[config.mk]
export PLATFORM = sky130hd
export DESIGN_NAME = align_shift_pipe
export DESIGN_NICKNAME = d
export VERILOG_FILES = /design/src/rtl/fp_add_pkg.sv /design/src/rtl/shift_level.sv /design/src/rtl/align_shift_pipe.sv
export SDC_FILE = /design/constraint.sdc
export NUM_CORES = 1
export LEC_CHECK = 0
export CORE_MARGIN = 2
export CORE_UTILIZATION = 45
export CTS_CLUSTER_DIAMETER = 100
export CTS_CLUSTER_SIZE = 25
export DETAILED_ROUTE_END_ITERATION = 10
export PLACE_DENSITY = 0.66
export SLEW_MARGIN = 20
export SYNTH_ARGS = -nofsm -noshare
export SYNTH_HDL_FRONTEND = slang
export SYNTH_SLANG_ARGS = --single-unit
[constraint.sdc]
create_clock -name clk -period 2.1 [get_ports clk]
set_input_delay 0.525 -clock clk [delete_from_list [all_inputs] [get_ports clk]]
set_output_delay 0.525 -clock clk [all_outputs]
set_load 0.01 [all_outputs]
[src/rtl/fp_add_pkg.sv]
`default_nettype none
// ============================================================================
// Module      : fp_add_pkg
// Description : Shared FP-adder constants and the shifter level-split helpers.
// Revision    : 1.0 - initial release
// ============================================================================
package fp_add_pkg;

    localparam logic DIR_RIGHT = 1'b0;
    localparam logic DIR_LEFT  = 1'b1;

    // Number of log2 shift levels placed in stage s; earlier stages take the remainder.
    function automatic int lvls_per_stage(input int w, input int stages, input int s);
        int l;
        l = $clog2(w);
        return (l / stages) + ((s < (l % stages)) ? 1 : 0);
    endfunction

    function automatic int first_lvl(input int w, input int stages, input int s);
        int acc;
        acc = 0;
        for (int i = 0; i < s; i++) acc += lvls_per_stage(w, stages, i);
        return acc;
    endfunction

endpackage
`default_nettype wire

[src/rtl/shift_level.sv]
`default_nettype none
// ============================================================================
// Module      : shift_level
// Description : One conditional 2^K logical shift with sticky merge on right.
// Revision    : 1.0 - initial release
// ============================================================================
module shift_level
    import fp_add_pkg::*;
#(
    parameter int W = 32,
    parameter int K = 0
) (
    input  logic [W-1:0] i_data,
    input  logic         i_sticky,
    input  logic         i_en,
    input  logic         i_dir,
    output logic [W-1:0] o_data,
    output logic         o_sticky
);

    localparam int c_n = 1 << K;

    always_comb begin
        o_data   = i_data;
        o_sticky = i_sticky;
        if (i_en) begin
            if (i_dir == DIR_LEFT) begin
                o_data = i_data << c_n;
            end else begin
                o_data   = i_data >> c_n;
                o_sticky = i_sticky | (|i_data[c_n-1:0]);
            end
        end
    end

endmodule
`default_nettype wire

[src/rtl/align_shift_pipe.sv]
`default_nettype none
// ============================================================================
// Module      : align_shift_pipe
// Description : Pipelined logical barrel shifter with sticky collection and
//               valid/ready handshake; shift levels spread over STAGES registers.
// Revision    : 1.0 - initial release
// ============================================================================
module align_shift_pipe
    import fp_add_pkg::*;
#(
    parameter int  W      = 32,
    parameter int  SW     = $clog2(W) + 1,
    parameter int  STAGES = 2,
    parameter real T      = 0.000
) (
    input  logic          clk,
    input  logic          rst_n,
    input  logic          in_valid,
    output logic          in_ready,
    input  logic [W-1:0]  in_data,
    input  logic [SW-1:0] in_amt,
    input  logic          in_dir,
    output logic          out_valid,
    input  logic          out_ready,
    output logic [W-1:0]  out_data,
    output logic          out_sticky
);

    localparam int c_lvls = $clog2(W);

    logic w_adv;
    logic w_sat;

    assign w_adv    = ~out_valid | out_ready;
    assign in_ready = w_adv;
    assign w_sat    = (in_amt >= SW'(W));

    for (genvar s = 0; s < STAGES; s++) begin : g_stage
        localparam int c_first = first_lvl(W, STAGES, s);
        localparam int c_n     = lvls_per_stage(W, STAGES, s);
        localparam int c_rem   = c_lvls - c_first;

        logic [W-1:0]     w_d_in;
        logic             w_s_in;
        logic [c_rem-1:0] w_amt;
        logic             w_dir;
        logic             w_sat_in;
        logic             w_sat_sticky;
        logic             w_v_in;
        logic [W-1:0]     r_d;
        logic             r_s;
        logic             r_v;

        if (s == 0) begin : g_head
            assign w_d_in       = in_data;
            assign w_s_in       = 1'b0;
            assign w_amt        = in_amt[c_rem-1:0];
            assign w_dir        = in_dir;
            assign w_sat_in     = w_sat;
            assign w_sat_sticky = (in_dir == DIR_RIGHT) & (|in_data);
            assign w_v_in       = in_valid;
        end else begin : g_body
            assign w_d_in       = g_stage[s-1].r_d;
            assign w_s_in       = g_stage[s-1].r_s;
            assign w_amt        = g_stage[s-1].g_carry.r_amt;
            assign w_dir        = g_stage[s-1].g_carry.r_dir;
            assign w_sat_in     = g_stage[s-1].g_carry.r_sat;
            assign w_sat_sticky = g_stage[s-1].r_s;
            assign w_v_in       = g_stage[s-1].r_v;
        end

        for (genvar j = 0; j < c_n; j++) begin : g_lvl
            logic [W-1:0] w_din;
            logic [W-1:0] w_dout;
            logic         w_sin;
            logic         w_sout;

            if (j == 0) begin : g_first
                assign w_din = w_d_in;
                assign w_sin = w_s_in;
            end else begin : g_next
                assign w_din = g_lvl[j-1].w_dout;
                assign w_sin = g_lvl[j-1].w_sout;
            end

            shift_level #(
                .W (W),
                .K (c_first + j)
            ) u_lvl (
                .i_data   (w_din),
                .i_sticky (w_sin),
                .i_en     (w_amt[j]),
                .i_dir    (w_dir),
                .o_data   (w_dout),
                .o_sticky (w_sout)
            );
        end

        // Saturated beats carry zero data; the sticky was settled in stage 1.
        always_ff @(posedge clk or negedge rst_n) begin
            if (!rst_n) begin
                r_v <= 1'b0;
                r_d <= '0;
                r_s <= 1'b0;
            end else if (w_adv) begin
                r_v <= w_v_in;
                r_d <= w_sat_in ? '0 : g_lvl[c_n-1].w_dout;
                r_s <= w_sat_in ? w_sat_sticky : g_lvl[c_n-1].w_sout;
            end
        end

        // Only the amount bits still needed downstream are carried forward.
        if (s < STAGES - 1) begin : g_carry
            logic [c_rem-c_n-1:0] r_amt;
            logic                 r_dir;
            logic                 r_sat;

            always_ff @(posedge clk or negedge rst_n) begin
                if (!rst_n) begin
                    r_amt <= '0;
                    r_dir <= 1'b0;
                    r_sat <= 1'b0;
                end else if (w_adv) begin
                    r_amt <= w_amt[c_rem-1:c_n];
                    r_dir <= w_dir;
                    r_sat <= w_sat_in;
                end
            end
        end
    end

    assign out_valid  = g_stage[STAGES-1].r_v;
    assign out_data   = g_stage[STAGES-1].r_d;
    assign out_sticky = g_stage[STAGES-1].r_s;

endmodule
`default_nettype wire

# Word-level counts from Yosys, hierarchy flattened
# Index checks and enable logic that the tools add are counted.
# word_totals
inputBits	43
register_bits	72
elab_cells	47
out_inout_bits	35
# classes
mux	24
order_cmp	1
reduce_logical	5
n_bitwise	8
# op_table
op	n
$mux W32	12
$reduce_or A32 Y1	1
$reduce_or A16 Y1	1
$mux W1	12
$reduce_or A8 Y1	1
$ge A6 B6 Y1 const B	1
$or A1 B1 Y1	5
$reduce_or A4 Y1	1
$not A1 Y1	2
$reduce_or A2 Y1	1
$and A1 B1 Y1	1

# Depth between registers and ports, before layout
# depth
word_depth	10
mapped_depth	9
ltp_nobuf	6

# By module
# From an unflattened synthesis, not the netlist that was laid out.
# hier_totals
cells_unflattened	860
hier_area_um2	6289.8
# modules_own_cells
mod	cells_per_inst	n_inst	seq_area_each_um2	area_each_um2
align_shift_pipe	321	1	1801.7	3094.2
shift_level at g_stage[0].g_lvl[0].u_lvl	108	1	0.0	713.2
shift_level at g_stage[0].g_lvl[1].u_lvl	107	1	0.0	698.2
shift_level at g_stage[0].g_lvl[2].u_lvl	101	1	0.0	628.1
shift_level at g_stage[1].g_lvl[0].u_lvl	112	1	0.0	616.8
shift_level at g_stage[1].g_lvl[1].u_lvl	111	1	0.0	539.3

# Worst setup path after synthesis
# Ideal clock, no wire load.
# synth_timing
path_kind	input to register
startpoint	input in_dir
endpoint	register g_stage[0].r_d[16]
path_buffers	3
arrival_ps	1814
t_required_ps	1979
setup_ps	121
slack_ps	165
cell_stages	8
cell_sequence	buf_6 -> buf_6 -> buf_4 -> mux2i_1 -> nor2_1 -> a2111oi_0 -> a21oi_1 -> a22o_1
# synth_between
elab_chain_cells	7
# synth_lines
element	line_no	text
start, declared	align_shift_pipe.sv:22	input logic in_dir,
$mux W32	shift_level.sv:27	if (i_dir == DIR_LEFT) begin
$mux W32	shift_level.sv:26	if (i_en) begin
$mux W32	shift_level.sv:27	
$mux W32	shift_level.sv:26	
$mux W32	shift_level.sv:27	
$mux W32 *	shift_level.sv:26	
$mux W32 *	align_shift_pipe.sv:107	r_d <= w_sat_in ? '0 : g_lvl[c_n-1].w_dout;
end signal, assigned	align_shift_pipe.sv:107	
end, declared	align_shift_pipe.sv:50	logic [W-1:0] r_d;
# Every way passes the cells marked *; elsewhere a longest branch is shown, timed or not.
# A chain may end at the register's enable or synchronous reset.

# Final worst setup path
# layout_timing
startpoint	input in_data[16]
endpoint	register g_stage[0].r_d[23]
# layout_between
elab_chain_cells	7
# layout_lines
element	line_no	text
start, declared	align_shift_pipe.sv:20	input logic [W-1:0] in_data,
$mux W32	shift_level.sv:27	
$mux W32	shift_level.sv:26	
$mux W32	shift_level.sv:27	
$mux W32	shift_level.sv:26	
$mux W32	shift_level.sv:27	
$mux W32	shift_level.sv:26	
$mux W32	align_shift_pipe.sv:107	
# No other way between the ends.

==> metrics.cfg <==
[run_status]
status = finished, final reports clean

[cells_and_area]
final_area_um2 = 9330
layout.nets = 1020
drive_above_1_share_pct = 28.2
antenna_cells = 0
fillCellCount = 1311
mostFrequentLayoutCells = buf_4 (178), nor2_1 (80), nand2_1 (78)
syn_to_final_growth_pct = 33.3
layout_commonest_cell = buf_4

[floorplanning]
die-area_um2 = 16600
die_h_um = 129
start_util_pct = 46.0
die_x_um = 129
ios = 78
rows = 45
core-area_um2 = 15200

[synthesis]
synth_edf_count = 0
synthesis.nets = 847
ys_async_sr_fraction_pct = 100
ys.flop_type = dfrtp_1
ys_warn_count = 0
synth_cell_types = 60
ys_seq_area_share_pct = 25.7
syn-cell-area_um2 = 7000
post_synth.cell_area_avg_um2 = 8.70
synth-seq-cells = 72
synthCells = 804

[setup_path]
cp.required_ns = 2.33
critPathMaxFanout = 5
crit_path_start_kind = input pin
criticalPathCategory = input pin to flop
critPathArrivalTime_ns = 2.27
endpoint_kind = flop

[sta]
fmax_mhz = 490
finalSetupViolCount = 0
finalSetupTns_ns = 0
slew_headroom_pct = 66.3
fin_crit_sh_pct = 97.2
fin_crit_ns = 2.04
rsz0062_at_grt = no
finalMaxSlewViolations = 0
fin_worst_skew_ns = 0.0109
worst_pin_slew_ns = 0.505
final_hold_viol_count = 0

[detailed_routing]
vias = 7524
final_antenna_net_count = 0
drcViolationCount = 0
wl_per_cell_um = 21.5
firstDrtPassIters = 5
vias_per_cell = 6.43
routed_wl_mm = 25.2
drt_iter0_drc = 713

[clock_network]
cts_buffers = 9
cts_root_buffer = clkbuf_16
clkTransAtPathRegs_ns = 0.06
hold_buffers = 0
numClockSinks = 72
ctsHtreeMaxLevel = 3
cts_tree = yes
cts_buffer_depth = 2
cts_setup_buffers = 0
clk_latency_ns = 0.34

[grt]
grt-ovfl-total = 0
grt_max_degree = 45
antenna_found_initial = 0
grt_use_total_pct = 30.8
grt_pass1_wl_mm = 40.0
grt_pass1_vias = 7312

[job]
maxCapViolations = 0

[pwr]
p_leak_nw = 4.01
p_clk_share_pct = 27.2
vdd_ir_drop_max_uv = 434
power_frac_comb_pct = 40.7
power-per-cell-area_nw_per_um2 = 604
switching_share_pct = 34.8
pwr-share-seq_pct = 32.1
switchingPower_w = 0.00196
internal_power_w = 0.00368

[min_path]
min-delay-path-class = input pin to async pin

[place]
gp_congestion = 0.945
dpl_cell_area_um2 = 8970
io_buffers = 77
hpwlAfterDp_mm = 19.7

synthesized netlist by cell type (all sizes together) (4+ instances only):
cell / instances / area share (%)
a211oi: 17 / 1.8
o31ai: 4 / 0.43
or3: 5 / 0.45
mux2: 11 / 1.8
or2: 5 / 0.45
inv: 9 / 0.48
nor4: 10 / 0.89
clkbuf: 49 / 2.6
nand2: 79 / 4.3
a22o: 25 / 3.1
nor2b: 20 / 1.8
o22ai: 15 / 1.3
o311ai: 7 / 0.88
o221ai: 4 / 0.50
nand2b: 21 / 1.9
a22oi: 10 / 1.1
a21oi: 47 / 3.4
dfrtp: 72 / 26
a2bb2oi: 7 / 0.88
nor2: 80 / 4.3
a32o: 5 / 0.72
o21ai: 44 / 3.1
buf: 50 / 4.7
nand3: 10 / 0.72
a311oi: 7 / 0.88
mux4: 46 / 15
a31oi: 22 / 2.0
mux2i: 54 / 7.7
o211ai: 18 / 1.9
nor3: 13 / 0.93
final timing paths:
kind	from	cells past startpoint	slack [ns]	end
setup reg to reg	g_stage[0].g_carry.r_dir$_DFFE_PN0P_	5	0.22	out_sticky$_DFFE_PN0P_
max in group asynchronous	rst_n	2	1.43	g_stage[0].r_d[5]$_DFFE_PN0P_
setup / recovery	in_data[16]	4	0.06	g_stage[0].r_d[23]$_DFFE_PN0P_
hold / removal	rst_n	1	0.16	out_data[15]$_DFFE_PN0P_
hold reg to reg	g_stage[0].r_v$_DFFE_PN0P_	2	0.47	g_stage[0].r_v$_DFFE_PN0P_
min in group clk	g_stage[0].r_v$_DFFE_PN0P_	2	0.47	g_stage[0].r_v$_DFFE_PN0P_
sequential cells by signal, indices dropped and copies added, names as in the netlist:
name	flops
g_stage.g_carry.r_dir	1
g_stage.r_s	1
out_valid	1
g_stage.r_v	1
g_stage.g_carry.r_sat	1
out_sticky	1
out_data	32
g_stage.g_carry.r_amt	2
g_stage.r_d	32
per-stage QoR:
step	hold WS, ns	power, W	cells	setup slack, ns	util [%]
after global routing	0.190	0.00593	1170	0.0105	61.4
after floorplan	0.229	0.00305	804	0.165	-
after detailed placement	0.457	0.00408	1154	-0.583	59.0
final	0.157	0.00564	1170	0.0597	61.4
after global placement	0.445	0.00404	1154	-0.628	59.0
after CTS	0.162	0.00563	1170	0.000191	61.1
metal layers:
metal	vias up	GRT usage (%)	routed length (um)
met5	-	0	0
met4	0	14.1	998
met3	65	5.32	2010
met2	428	48.5	11600
met1	3622	41.6	10500
li1	3409	-	-
layout make-up:
type / count / area [um^2] / area share (%)
clock buffers: 10 / 239 / 2.56
clock inverters: 6 / 68.8 / 0.738
inverters: 9 / 33.8 / 0.362
multi-input cells: 624 / 4700 / 50.4
flip-flops and latches: 72 / 1800 / 19.3
well taps: 188 / 235 / 2.52
repair buffers: 261 / 2250 / 24.1
power groups by stage:
stage	registers [W]	clock network [W]	logic [W]
2_1_floorplan	0.00177	0	0.00128
3_3_place_gp	0.00181	0	0.00222
3_5_place_dp	0.00183	0	0.00226
4_1_cts	0.00180	0.00156	0.00226
5_1_grt	0.00183	0.00163	0.00247
6_report	0.00181	0.00153	0.00229
cells by family after synthesis:
kind of cell,after synthesis,share of synthesized area [%]
mux,111,24.3
simple gates,257,17.1
buf+inv,108,7.80
flops,72,25.7
compound gates,256,25.1
critical path: stages:
cell,delay (ns)
clkdlybuf4s50_1,0.52
mux4_2,0.52
mux4_2,0.48
a22o_1,0.22
repair_timing:
action,CTS,global route
cloned,0,0
endpoints found under the setup margin,2,2
resized for setup,4,11
pin swaps,0,4
No activity file was read; power rests on OpenSTA's default activity.
